## src/rtl/cnn_layer_accel_awe_output_merge_pkg.sv

```systemverilog
// Shared types and width helpers for the AWE output merge block.
package cnn_layer_accel_awe_output_merge_pkg;

  typedef enum logic [1:0] {
    StIdle,
    StRowCe0,
    StRowCe1,
    StDone
  } merge_state_e;

  localparam int unsigned DefPixelWidth = 16;
  localparam int unsigned DefNumCePerAwe = 2;
  localparam int unsigned DefFifoDepth = 64;

  function automatic int unsigned word_width(input int unsigned pixel_width,
                                             input int unsigned num_ce);
    return pixel_width * num_ce;
  endfunction

  function automatic int unsigned ptr_width(input int unsigned depth);
    return (depth > 1) ? $clog2(depth) : 1;
  endfunction

  localparam int unsigned DefWordWidth = word_width(DefPixelWidth, DefNumCePerAwe);
  localparam int unsigned DefPtrWidth = ptr_width(DefFifoDepth);

endpackage

```

## src/rtl/cnn_layer_accel_awe_ce_fifo.sv

```systemverilog
// Per-CE result FIFO: registered write, fall-through read, push accepted on full if popping.
module cnn_layer_accel_awe_ce_fifo
  import cnn_layer_accel_awe_output_merge_pkg::*;
#(
  parameter int unsigned Width = DefWordWidth,
  parameter int unsigned Depth = DefFifoDepth,
  localparam int unsigned PtrW = ptr_width(Depth),
  localparam int unsigned CntW = PtrW + 1
) (
  input  logic             clk,
  input  logic             rst_n,
  input  logic             push,
  input  logic [Width-1:0] push_data,
  input  logic             pop,
  output logic [Width-1:0] pop_data,
  output logic [CntW-1:0]  count,
  output logic             full,
  output logic             empty,
  output logic             overflow
);

  logic [Width-1:0] mem [Depth];
  logic [PtrW-1:0]  wr_ptr_q, rd_ptr_q;
  logic [CntW-1:0]  count_q, count_d;
  logic             do_push, do_pop;

  assign empty    = (count_q == '0);
  assign full     = (count_q == CntW'(Depth));
  assign do_pop   = pop && !empty;
  assign do_push  = push && (!full || do_pop);
  assign overflow = push && full && !do_pop;
  assign pop_data = mem[rd_ptr_q];
  assign count    = count_q;

  always_comb begin
    count_d = count_q;
    if (do_push && !do_pop) begin
      count_d = count_q + 1'b1;
    end else if (!do_push && do_pop) begin
      count_d = count_q - 1'b1;
    end
  end

  // Depth is a power of two, so pointers wrap naturally.
  always_ff @(posedge clk or negedge rst_n) begin
    if (!rst_n) begin
      wr_ptr_q <= '0;
      rd_ptr_q <= '0;
      count_q  <= '0;
    end else begin
      if (do_push) wr_ptr_q <= wr_ptr_q + 1'b1;
      if (do_pop)  rd_ptr_q <= rd_ptr_q + 1'b1;
      count_q <= count_d;
    end
  end

  always_ff @(posedge clk) begin
    if (do_push) mem[wr_ptr_q] <= push_data;
  end

endmodule

```

## src/rtl/cnn_layer_accel_awe_output_merge.sv

```systemverilog
// Merges even-row (CE0) and odd-row (CE1) result streams into one raster-ordered tagged stream.
module cnn_layer_accel_awe_output_merge
  import cnn_layer_accel_awe_output_merge_pkg::*;
#(
  parameter int unsigned C_PIXEL_WIDTH = 16,
  parameter int unsigned C_NUM_CE_PER_AWE = 2,
  parameter int unsigned C_FIFO_DEPTH = 64,
  parameter int unsigned C_DIM_WIDTH = 10,
  localparam int unsigned W = word_width(C_PIXEL_WIDTH, C_NUM_CE_PER_AWE)
) (
  input  logic                   clk,
  input  logic                   rst_n,
  input  logic                   start,
  input  logic [C_DIM_WIDTH-1:0] cfg_num_rows,
  input  logic [C_DIM_WIDTH-1:0] cfg_num_cols,
  input  logic [W-1:0]           ce0_pixel_dataout,
  input  logic                   ce0_pixel_dataout_valid,
  input  logic                   ce0_last_kernel,
  input  logic [W-1:0]           ce1_pixel_dataout,
  input  logic                   ce1_pixel_dataout_valid,
  input  logic                   ce1_last_kernel,
  output logic [W-1:0]           out_data,
  output logic                   out_valid,
  input  logic                   out_ready,
  output logic [C_DIM_WIDTH-1:0] out_row,
  output logic [C_DIM_WIDTH-1:0] out_col,
  output logic                   out_last_col,
  output logic                   out_last_map,
  output logic                   busy,
  output logic                   done,
  output logic                   overflow_err
);

  localparam int unsigned CntW = ptr_width(C_FIFO_DEPTH) + 1;

  merge_state_e           state_q, state_d;
  logic [C_DIM_WIDTH-1:0] rows_q, rows_d, cols_q, cols_d, row_q, row_d, col_q, col_d;
  logic [C_DIM_WIDTH-1:0] out_row_q, out_row_d, out_col_q, out_col_d;
  logic [W-1:0]           out_data_q, out_data_d;
  logic                   out_valid_q, out_valid_d, out_last_col_q, out_last_col_d;
  logic                   out_last_map_q, out_last_map_d, ovf_q, ovf_d, ovf_clr;

  logic [W-1:0]    f0_data, f1_data, sel_data;
  logic [CntW-1:0] fifo0_count, fifo1_count;
  logic            f0_full, f1_full, f0_empty, f1_empty, f0_ovf, f1_ovf;
  logic            in_row, sel_empty, final_pending, load, last_col, last_row, pop0, pop1;
  logic            unused_fifo_status;

  assign unused_fifo_status = ^{fifo0_count, fifo1_count, f0_full, f1_full};

  cnn_layer_accel_awe_ce_fifo #(.Width(W), .Depth(C_FIFO_DEPTH)) u_fifo0 (
    .clk       (clk),
    .rst_n     (rst_n),
    .push      (ce0_pixel_dataout_valid && ce0_last_kernel),
    .push_data (ce0_pixel_dataout),
    .pop       (pop0),
    .pop_data  (f0_data),
    .count     (fifo0_count),
    .full      (f0_full),
    .empty     (f0_empty),
    .overflow  (f0_ovf)
  );

  cnn_layer_accel_awe_ce_fifo #(.Width(W), .Depth(C_FIFO_DEPTH)) u_fifo1 (
    .clk       (clk),
    .rst_n     (rst_n),
    .push      (ce1_pixel_dataout_valid && ce1_last_kernel),
    .push_data (ce1_pixel_dataout),
    .pop       (pop1),
    .pop_data  (f1_data),
    .count     (fifo1_count),
    .full      (f1_full),
    .empty     (f1_empty),
    .overflow  (f1_ovf)
  );

  assign in_row    = (state_q == StRowCe0) || (state_q == StRowCe1);
  assign sel_empty = (state_q == StRowCe1) ? f1_empty : f0_empty;
  assign sel_data  = (state_q == StRowCe1) ? f1_data : f0_data;
  assign last_col  = (col_q == cols_q - 1'b1);
  assign last_row  = (row_q == rows_q - 1'b1);
  // Once the final word sits in the output register, nothing more may load.
  assign final_pending = out_valid_q && out_last_map_q;
  assign load = in_row && (!out_valid_q || out_ready) && !sel_empty && !final_pending;
  assign pop0 = load && (state_q == StRowCe0);
  assign pop1 = load && (state_q == StRowCe1);

  // Counters and row toggle advance at load time so the next row's first word can
  // load in the same cycle the previous row's last word is accepted.
  always_comb begin
    state_d        = state_q;
    rows_d         = rows_q;
    cols_d         = cols_q;
    row_d          = row_q;
    col_d          = col_q;
    out_data_d     = out_data_q;
    out_row_d      = out_row_q;
    out_col_d      = out_col_q;
    out_last_col_d = out_last_col_q;
    out_last_map_d = out_last_map_q;
    out_valid_d    = out_valid_q && !out_ready;
    ovf_clr        = 1'b0;
    unique case (state_q)
      StIdle: begin
        if (start) begin
          rows_d  = cfg_num_rows;
          cols_d  = cfg_num_cols;
          row_d   = '0;
          col_d   = '0;
          ovf_clr = 1'b1;
          state_d = StRowCe0;
        end
      end
      StRowCe0, StRowCe1: begin
        if (load) begin
          out_valid_d    = 1'b1;
          out_data_d     = sel_data;
          out_row_d      = row_q;
          out_col_d      = col_q;
          out_last_col_d = last_col;
          out_last_map_d = last_col && last_row;
          if (!last_col) begin
            col_d = col_q + 1'b1;
          end else if (!last_row) begin
            col_d   = '0;
            row_d   = row_q + 1'b1;
            state_d = (state_q == StRowCe0) ? StRowCe1 : StRowCe0;
          end
        end
        if (final_pending && out_ready) state_d = StDone;
      end
      StDone:  state_d = StIdle;
      default: state_d = StIdle;
    endcase
    ovf_d = (ovf_clr ? 1'b0 : ovf_q) | f0_ovf | f1_ovf;
  end

  always_ff @(posedge clk or negedge rst_n) begin
    if (!rst_n) begin
      state_q        <= StIdle;
      rows_q         <= '0;
      cols_q         <= '0;
      row_q          <= '0;
      col_q          <= '0;
      out_data_q     <= '0;
      out_row_q      <= '0;
      out_col_q      <= '0;
      out_valid_q    <= 1'b0;
      out_last_col_q <= 1'b0;
      out_last_map_q <= 1'b0;
      ovf_q          <= 1'b0;
    end else begin
      state_q        <= state_d;
      rows_q         <= rows_d;
      cols_q         <= cols_d;
      row_q          <= row_d;
      col_q          <= col_d;
      out_data_q     <= out_data_d;
      out_row_q      <= out_row_d;
      out_col_q      <= out_col_d;
      out_valid_q    <= out_valid_d;
      out_last_col_q <= out_last_col_d;
      out_last_map_q <= out_last_map_d;
      ovf_q          <= ovf_d;
    end
  end

  // busy drops as done rises, so the DONE state is excluded from busy.
  assign busy         = in_row;
  assign done         = (state_q == StDone);
  assign out_data     = out_data_q;
  assign out_valid    = out_valid_q;
  assign out_row      = out_row_q;
  assign out_col      = out_col_q;
  assign out_last_col = out_last_col_q;
  assign out_last_map = out_last_map_q;
  assign overflow_err = ovf_q;

endmodule

```

## config.mk

```make
export PLATFORM = sky130hd
export DESIGN_NAME = cnn_layer_accel_awe_output_merge
export DESIGN_NICKNAME = d
export VERILOG_FILES = /design/src/rtl/cnn_layer_accel_awe_output_merge_pkg.sv /design/src/rtl/cnn_layer_accel_awe_ce_fifo.sv /design/src/rtl/cnn_layer_accel_awe_output_merge.sv
export SDC_FILE = /design/constraint.sdc
export NUM_CORES = 2
export LEC_CHECK = 0
export BUFFER_PORTS_ARGS = -buffer_cell sky130_fd_sc_hd__buf_2
export CORE_MARGIN = 4
export CORE_UTILIZATION = 50
export CTS_CLUSTER_SIZE = 16
export DETAILED_ROUTE_END_ITERATION = 8
export PLACE_DENSITY_LB_ADDON = 0.2
export SYNTH_ARGS = -nofsm -noshare
export SYNTH_HDL_FRONTEND = slang
export SYNTH_SLANG_ARGS = --single-unit
```

## constraint.sdc

```tcl
create_clock -name clk -period 6.7 [get_ports clk]
set_clock_uncertainty 0.05 [all_clocks]
set_input_delay 1.34 -clock clk [delete_from_list [all_inputs] [get_ports clk]]
set_output_delay 1.34 -clock clk [all_outputs]
set_load 0.01 [all_outputs]
```

Word level (Yosys, flattened, before mapping) --
Memory sizes are Yosys's and may differ from the RTL's. Index checks and enable logic that the tools add are counted.
Word-level totals: register bits 136, bits in latches 0, RAM bits 4096, memory bits (read-only) 0, output and inout bits 58, logic and storage cells 131, memories kept 2
Memories:
- u_fifo0.mem | depth 64, bits a word 32, read ports 1, clocked after Yosys merged registers in 0, wr ports 1, line cnn_layer_accel_awe_ce_fifo.sv:22 | logic [Width-1:0] mem [Depth];
- u_fifo1.mem | depth 64, bits a word 32, read ports 1, clocked after Yosys merged registers in 0, wr ports 1, line cnn_layer_accel_awe_ce_fifo.sv:22
Operators by class: add/subtract/negate cells 12, multiply operators 0, divide/modulo/power cells 0, order comparisons 0, equal/unequal tests 15, shift operators 0, mux-type cells 31, bitwise gates (word level) 2, reductions and logical operators 51
Operator list (number):
- $mux 10 | 7
- $pmux 10 s2 | 2
- $mux 32 | 1
- $mux 7 | 4
- $add 6x1->6 const B | 4
- $logic_and 1x1->1 | 23
- $add 10x1->10 const B | 2
- $eq 10x10->1 | 2
- $sub 10x1->10 const B | 2
- $add 7x1->7 const B | 2
- $eq 7x7->1 const B | 2
- $logic_not 7->1 | 2
- $sub 7x1->7 const B | 2
- $logic_not 1->1 | 12
- $mux 2 | 6
- $ne 3x3->1 const B | 4
- $mux 1 | 10
- $ne 2x2->1 const B | 4
- $reduce_and 4->1 | 2
- $pmux 2 s3 | 1
- $reduce_bool 2->1 | 3
- $reduce_and 5->1 | 1
- $eq 2x2->1 const B | 2
- $logic_or 1x1->1 | 4
- other kinds (5) | 7

Longest topological paths before layout --
word-level depth 13, gate-level depth with buffers 18, mapped depth without buffers 17

Modules after synthesis --
From an unflattened synthesis, not the netlist that was laid out.
Unflattened totals: cells, all modules 7517, area, all modules 164332.6 um2
By module, submodules not included:
- cnn_layer_accel_awe_ce_fifo (u_fifo0) | times used 1, cells an instance 3500, area an instance 79510.0 um2, seq. area each 61974.4 um2
- cnn_layer_accel_awe_ce_fifo (u_fifo1) | times used 1, cells an instance 3457, area an instance 79439.9 um2, seq. area each 61974.4 um2
- cnn_layer_accel_awe_output_merge | times used 1, cells an instance 560, area an instance 5382.7 um2, seq. area each 2452.4 um2

Worst setup path before layout --
Ideal clock, no wire load.
path kind in2reg, start point in out_ready, end point mem u_fifo0.mem[31][0] (netlist name), enable pin, arrival 4.939 ns, required time 6.189 ns, path slack 1.250 ns, stages 9, path buffers 1, cell sequence nand2b_1 -> a21oi_1 -> a311o_1 -> nand3_1 -> inv_2 -> and2_0 -> clkbuf_1 -> nand3_1 -> nor3_1
Between the ends: cells in the longest elaborated chain, start to end 10
RTL lines:
- from (decl) | line cnn_layer_accel_awe_output_merge.sv:24 | input logic out_ready,
- $logic_or 1x1->1 | line cnn_layer_accel_awe_output_merge.sv:84 | assign load = in_row && (!out_valid_q || out_ready) && !sel_empty && !final_pending;
- $logic_and 1x1->1 (3 in a row) | line cnn_layer_accel_awe_output_merge.sv:84
- $logic_and 1x1->1 | line cnn_layer_accel_awe_output_merge.sv:85 | assign pop0 = load && (state_q == StRowCe0);
- $logic_and 1x1->1 | line cnn_layer_accel_awe_ce_fifo.sv:29 | assign do_pop = pop && !empty;
- $logic_or 1x1->1 | line cnn_layer_accel_awe_ce_fifo.sv:30 | assign do_push = push && (!full || do_pop);
- $logic_and 1x1->1 | line cnn_layer_accel_awe_ce_fifo.sv:30
- net u_fifo0.do_push | line cnn_layer_accel_awe_ce_fifo.sv:25 | logic do_push, do_pop;
- $mux 1 | line cnn_layer_accel_awe_ce_fifo.sv:58 | if (do_push) mem[wr_ptr_q] <= push_data;
- $mux 1 (implied by the code) | line cnn_layer_accel_awe_ce_fifo.sv:58
- to (decl) | line cnn_layer_accel_awe_ce_fifo.sv:22
The timed path passes the listed nets, and every way through them passes these cells.

Worst setup path after layout --
start point reg state_q[1], end point mem u_fifo0.mem[17][6] (netlist name), enable pin
Between the ends: cells in the longest elaborated chain, start to end 11
RTL lines:
- from (decl) | line cnn_layer_accel_awe_output_merge.sv:36 | merge_state_e state_q, state_d;
- from (signal assigned) | line cnn_layer_accel_awe_output_merge.sv:140 | state_q <= StIdle;
- from (signal assigned) | line cnn_layer_accel_awe_output_merge.sv:153 | state_q <= state_d;
- $eq 2x2->1 / $eq 2x1->1 (equally long branches) | line cnn_layer_accel_awe_output_merge.sv:77, cnn_layer_accel_awe_output_merge.sv:78, cnn_layer_accel_awe_output_merge.sv:85
- $mux 1 / $logic_or 1x1->1 (equally long branches) | line cnn_layer_accel_awe_output_merge.sv:78, cnn_layer_accel_awe_output_merge.sv:77
- $logic_not 1->1 / $logic_and 1x1->1 (equally long branches) | line cnn_layer_accel_awe_output_merge.sv:84
- $logic_and 1x1->1 (2 in a row) | line cnn_layer_accel_awe_output_merge.sv:84
- $logic_and 1x1->1 (*) | line cnn_layer_accel_awe_output_merge.sv:85
- $logic_and 1x1->1 (*) | line cnn_layer_accel_awe_ce_fifo.sv:29
- $logic_or 1x1->1 (*) | line cnn_layer_accel_awe_ce_fifo.sv:30
- $logic_and 1x1->1 (*) | line cnn_layer_accel_awe_ce_fifo.sv:30
- $mux 1 (*) | line cnn_layer_accel_awe_ce_fifo.sv:58
- $mux 1 (implied by the code) (*) | line cnn_layer_accel_awe_ce_fifo.sv:58
Mark *: on every way between the ends. The rest lies on a longest branch, timed or not.

==> results.cfg <==
[layout]
fin_nets = 7345
stdcell_count = 11900
syn_to_final_growth_pct = 13.5
drive_gt1_share_pct = 32.8
final_cell_area_sq_um = 184000

[logic_synthesis]
yosys_warnings = 0
post-synth-top-count-cell = edfxtp_1
synth_top_area_cell = edfxtp_1
synth-compound-area-share_pct = 0.859
synthesis.area_sq_um = 162000
synth_top_family_by_area = multiplexers
synth_edf_count = 4096
yosysSeqAreaShare_pct = 77.8
synth_area_leaders = edfxtp_1 (76%), mux4_2 (18%), dfrtp_1 (2.1%), clkbuf_1 (0.44%), nor2_1 (0.41%)
synth.area.mux_share_pct = 18.5
async_flop_share_pct = 3.21
syn_inst = 6754
synth_cell_types = 69
synth-adder-area-share_pct = 0.217
synth_top_area_share_pct = 75.7
avgSynthCellArea_sq_um = 24.0
synth_xor_area_share_pct = 0.297
synth_top_cells_by_count = edfxtp_1 (4096), mux4_2 (1289), clkbuf_1 (189)
ys_seq_elements = 4232
yosys.area_share.simple_pct = 1.29
synthFlopType = edfxtp_1
syn_nets = 6873

[clocking]
cts_tree = yes
cts-root-buf = clkbuf_16
post-cts-setup-buffers = 0
clk_path_buf_depth = 4
clk_pin_slew_worst_paths_ns = 0.06
cts-resized-gates = 0
clkLatencyLatePin_ns = 0.97
numClockSinks = 4232
cts_inserted_buffers = 425
cts_max_level = 5
postCtsHoldBufs = 0

[hold_path]
hold_depth = 2
whs_endpoint = out_data[16]$_DFFE_PN0P_
hold_class = flip-flop to flip-flop
hold_start = out_data[16]$_DFFE_PN0P_

[critical_path]
start_kind = flip-flop
reg2reg_depth = 9
rrSetupSlack_ns = 1.94
crit_type = flip-flop to flip-flop
path_max_fanout = 32
cp_data_arrival_time_ns = 5.25
r2r_end = u_fifo0.mem[17][6]$_DFFE_PP_
r2r_start = state_q[1]$_DFFE_PN0P_
cp-end-kind = flip-flop
required_ns = 7.19

[route]
postRouteAntennaNets = 0
avgRoutedWirePerCell_um = 34.2
post-route-drc-count = 0
firstDrtPassIters = 5
vias = 75200
first_iter_violations = 10100
via_per_inst = 6.31
totalWireLength_um = 408000

[sta]
setup_violations = 0
tightestPinTransition_ns = 1.28
fin_crit_ns = 4.76
fmax_mhz = 210
rsz0062_at_grt = no
worst_slack_ns = 1.94
hold_viol = 0
final.setup.tns_ns = 0
slew_violations = 0
fin_crit_sh_pct = 71.1
worst_slew_margin_rel_pct = 14.3

[floorplanning]
io_pins = 150
core_region_area_sq_um = 322000
die_width_um = 578
rows = 208
dieArea_sq_um = 334000
start_util_pct = 50.4
die_height_um = 578

[placement]
pre_cts_ws_ns = 1.37
place_area_sq_um = 170000
hpwl_um = 248000
portBuffers = 149
gp_congestion = 0.849
dp.cells = 11100

[power]
leakage_uw = 0.0568
ir_worst_vdd_mv = 0.323
powerDensity_nw_per_um2 = 361
p_total_uw = 66600

[global_routing]
grt_overflow = 0
antenna_found_initial = 29
gr-usage-all-layers_pct = 24.4
grt_max_degree = 120
grt_pass1_wl_um = 582000
grt_pass1_vias = 75700

[run_status]
status = complete, no violations

[job]
maxCapViolCount = 0
## cells in the final DEF, fill, tap and decap left out, drive strengths merged, types with 12 or more instances in the layout
| cell type | count |
|---|---|
| a21oi | 34 |
| a221o | 12 |
| a22oi | 28 |
| buf | 403 |
| bufinv | 44 |
| clkbuf | 526 |
| clkinv | 188 |
| clkinvlp | 19 |
| dfrtp | 136 |
| diode | 12 |
| edfxtp | 4096 |
| ha | 25 |
| inv | 42 |
| mux2 | 39 |
| mux2i | 54 |
| mux4 | 1289 |
| nand2 | 160 |
| nand3 | 26 |
| nand4 | 15 |
| nor2 | 177 |
| nor3 | 19 |
| o21ai | 27 |
| o22ai | 35 |
| or3 | 13 |
| xnor2 | 37 |
| xor2 | 18 |
## final cells by class
type	count	area (sq um)
tap	4305	5390
fill	23200	138000
multi-input combinational	2136	35300
timing repair buffer	403	3130
clock buffer	526	11300
inverter	28	113
clock inverter	265	2550
antenna	12	30.0
sequential	4232	126000
## sequential cells by signal (all words and copies together), names as in the netlist, 7 cells and up
name and cells:
u_fifo0.mem 2048, out_data 32, u_fifo1.count 7, u_fifo1.mem 2048, cols_q 10, out_col 10, col_q 10, out_row 10
u_fifo0.count 7, rows_q 10, row_q 10
## through the flow
stage	hold slack [ns]	util, %
detailed placement	0.410	52.9
finish	0.420	57.2
floorplan	0.404	-
global route	0.450	57.2
global placement	0.409	52.9
CTS	0.425	57.2
## worst max-delay path, cell delays in order, from the launching register on
cell and delay, ns:
dfrtp_1 0.43, inv_1 0.09, ha_1 0.42, inv_2 0.09, a21oi_1 0.38, a311o_1 0.28, nand3_1 0.33, nor2_1 0.34
nand2_1 0.71, nor2_4 1.21
## routing by layer
layer	vias to the layer above	track usage, %	share of wire [%]
met4	6	6.55	3.0
met3	577	3.34	6.9
met2	3255	40.4	50
met1	41300	34.8	40
li1	30100	-	-
met5	-	0	0.0086
## cells by family after synthesis
kind of cell,after synthesis
AND/OR/NAND/NOR,469
flip-flops,4232
buffers and inverters,386
AO/OA/AOI/OAI,203
XOR/XNOR,55
multiplexers,1382
adder cells (fa/ha/maj),27
## power by group
group / switching [uW] / leakage, uW / internal (uW) / total, uW
sequential: 648 / 0.0385 / 29700 / 30300
clock: 9900 / 0.00674 / 13700 / 23600
combinational: 7640 / 0.0115 / 5060 / 12700
total: 18200 / 0.0568 / 48400 / 66600
## worst max-delay path by stage
stage / startpoint / end / cells past startpoint
6_report: state_q[1]$_DFFE_PN0P_ / u_fifo0.mem[17][6]$_DFFE_PP_ / 9
5_1_grt: state_q[1]$_DFFE_PN0P_ / u_fifo0.mem[17][13]$_DFFE_PP_ / 9
4_1_cts: state_q[1]$_DFFE_PN0P_ / u_fifo0.mem[17][0]$_DFFE_PP_ / 9
3_5_place_dp: out_ready / u_fifo0.mem[17][19]$_DFFE_PP_ / 8
3_3_place_gp: out_ready / u_fifo0.mem[8][14]$_DFFE_PP_ / 9
2_1_floorplan: out_ready / u_fifo0.mem[31][0]$_DFFE_PP_ / 9
Power figures use the tool's default switching activity.
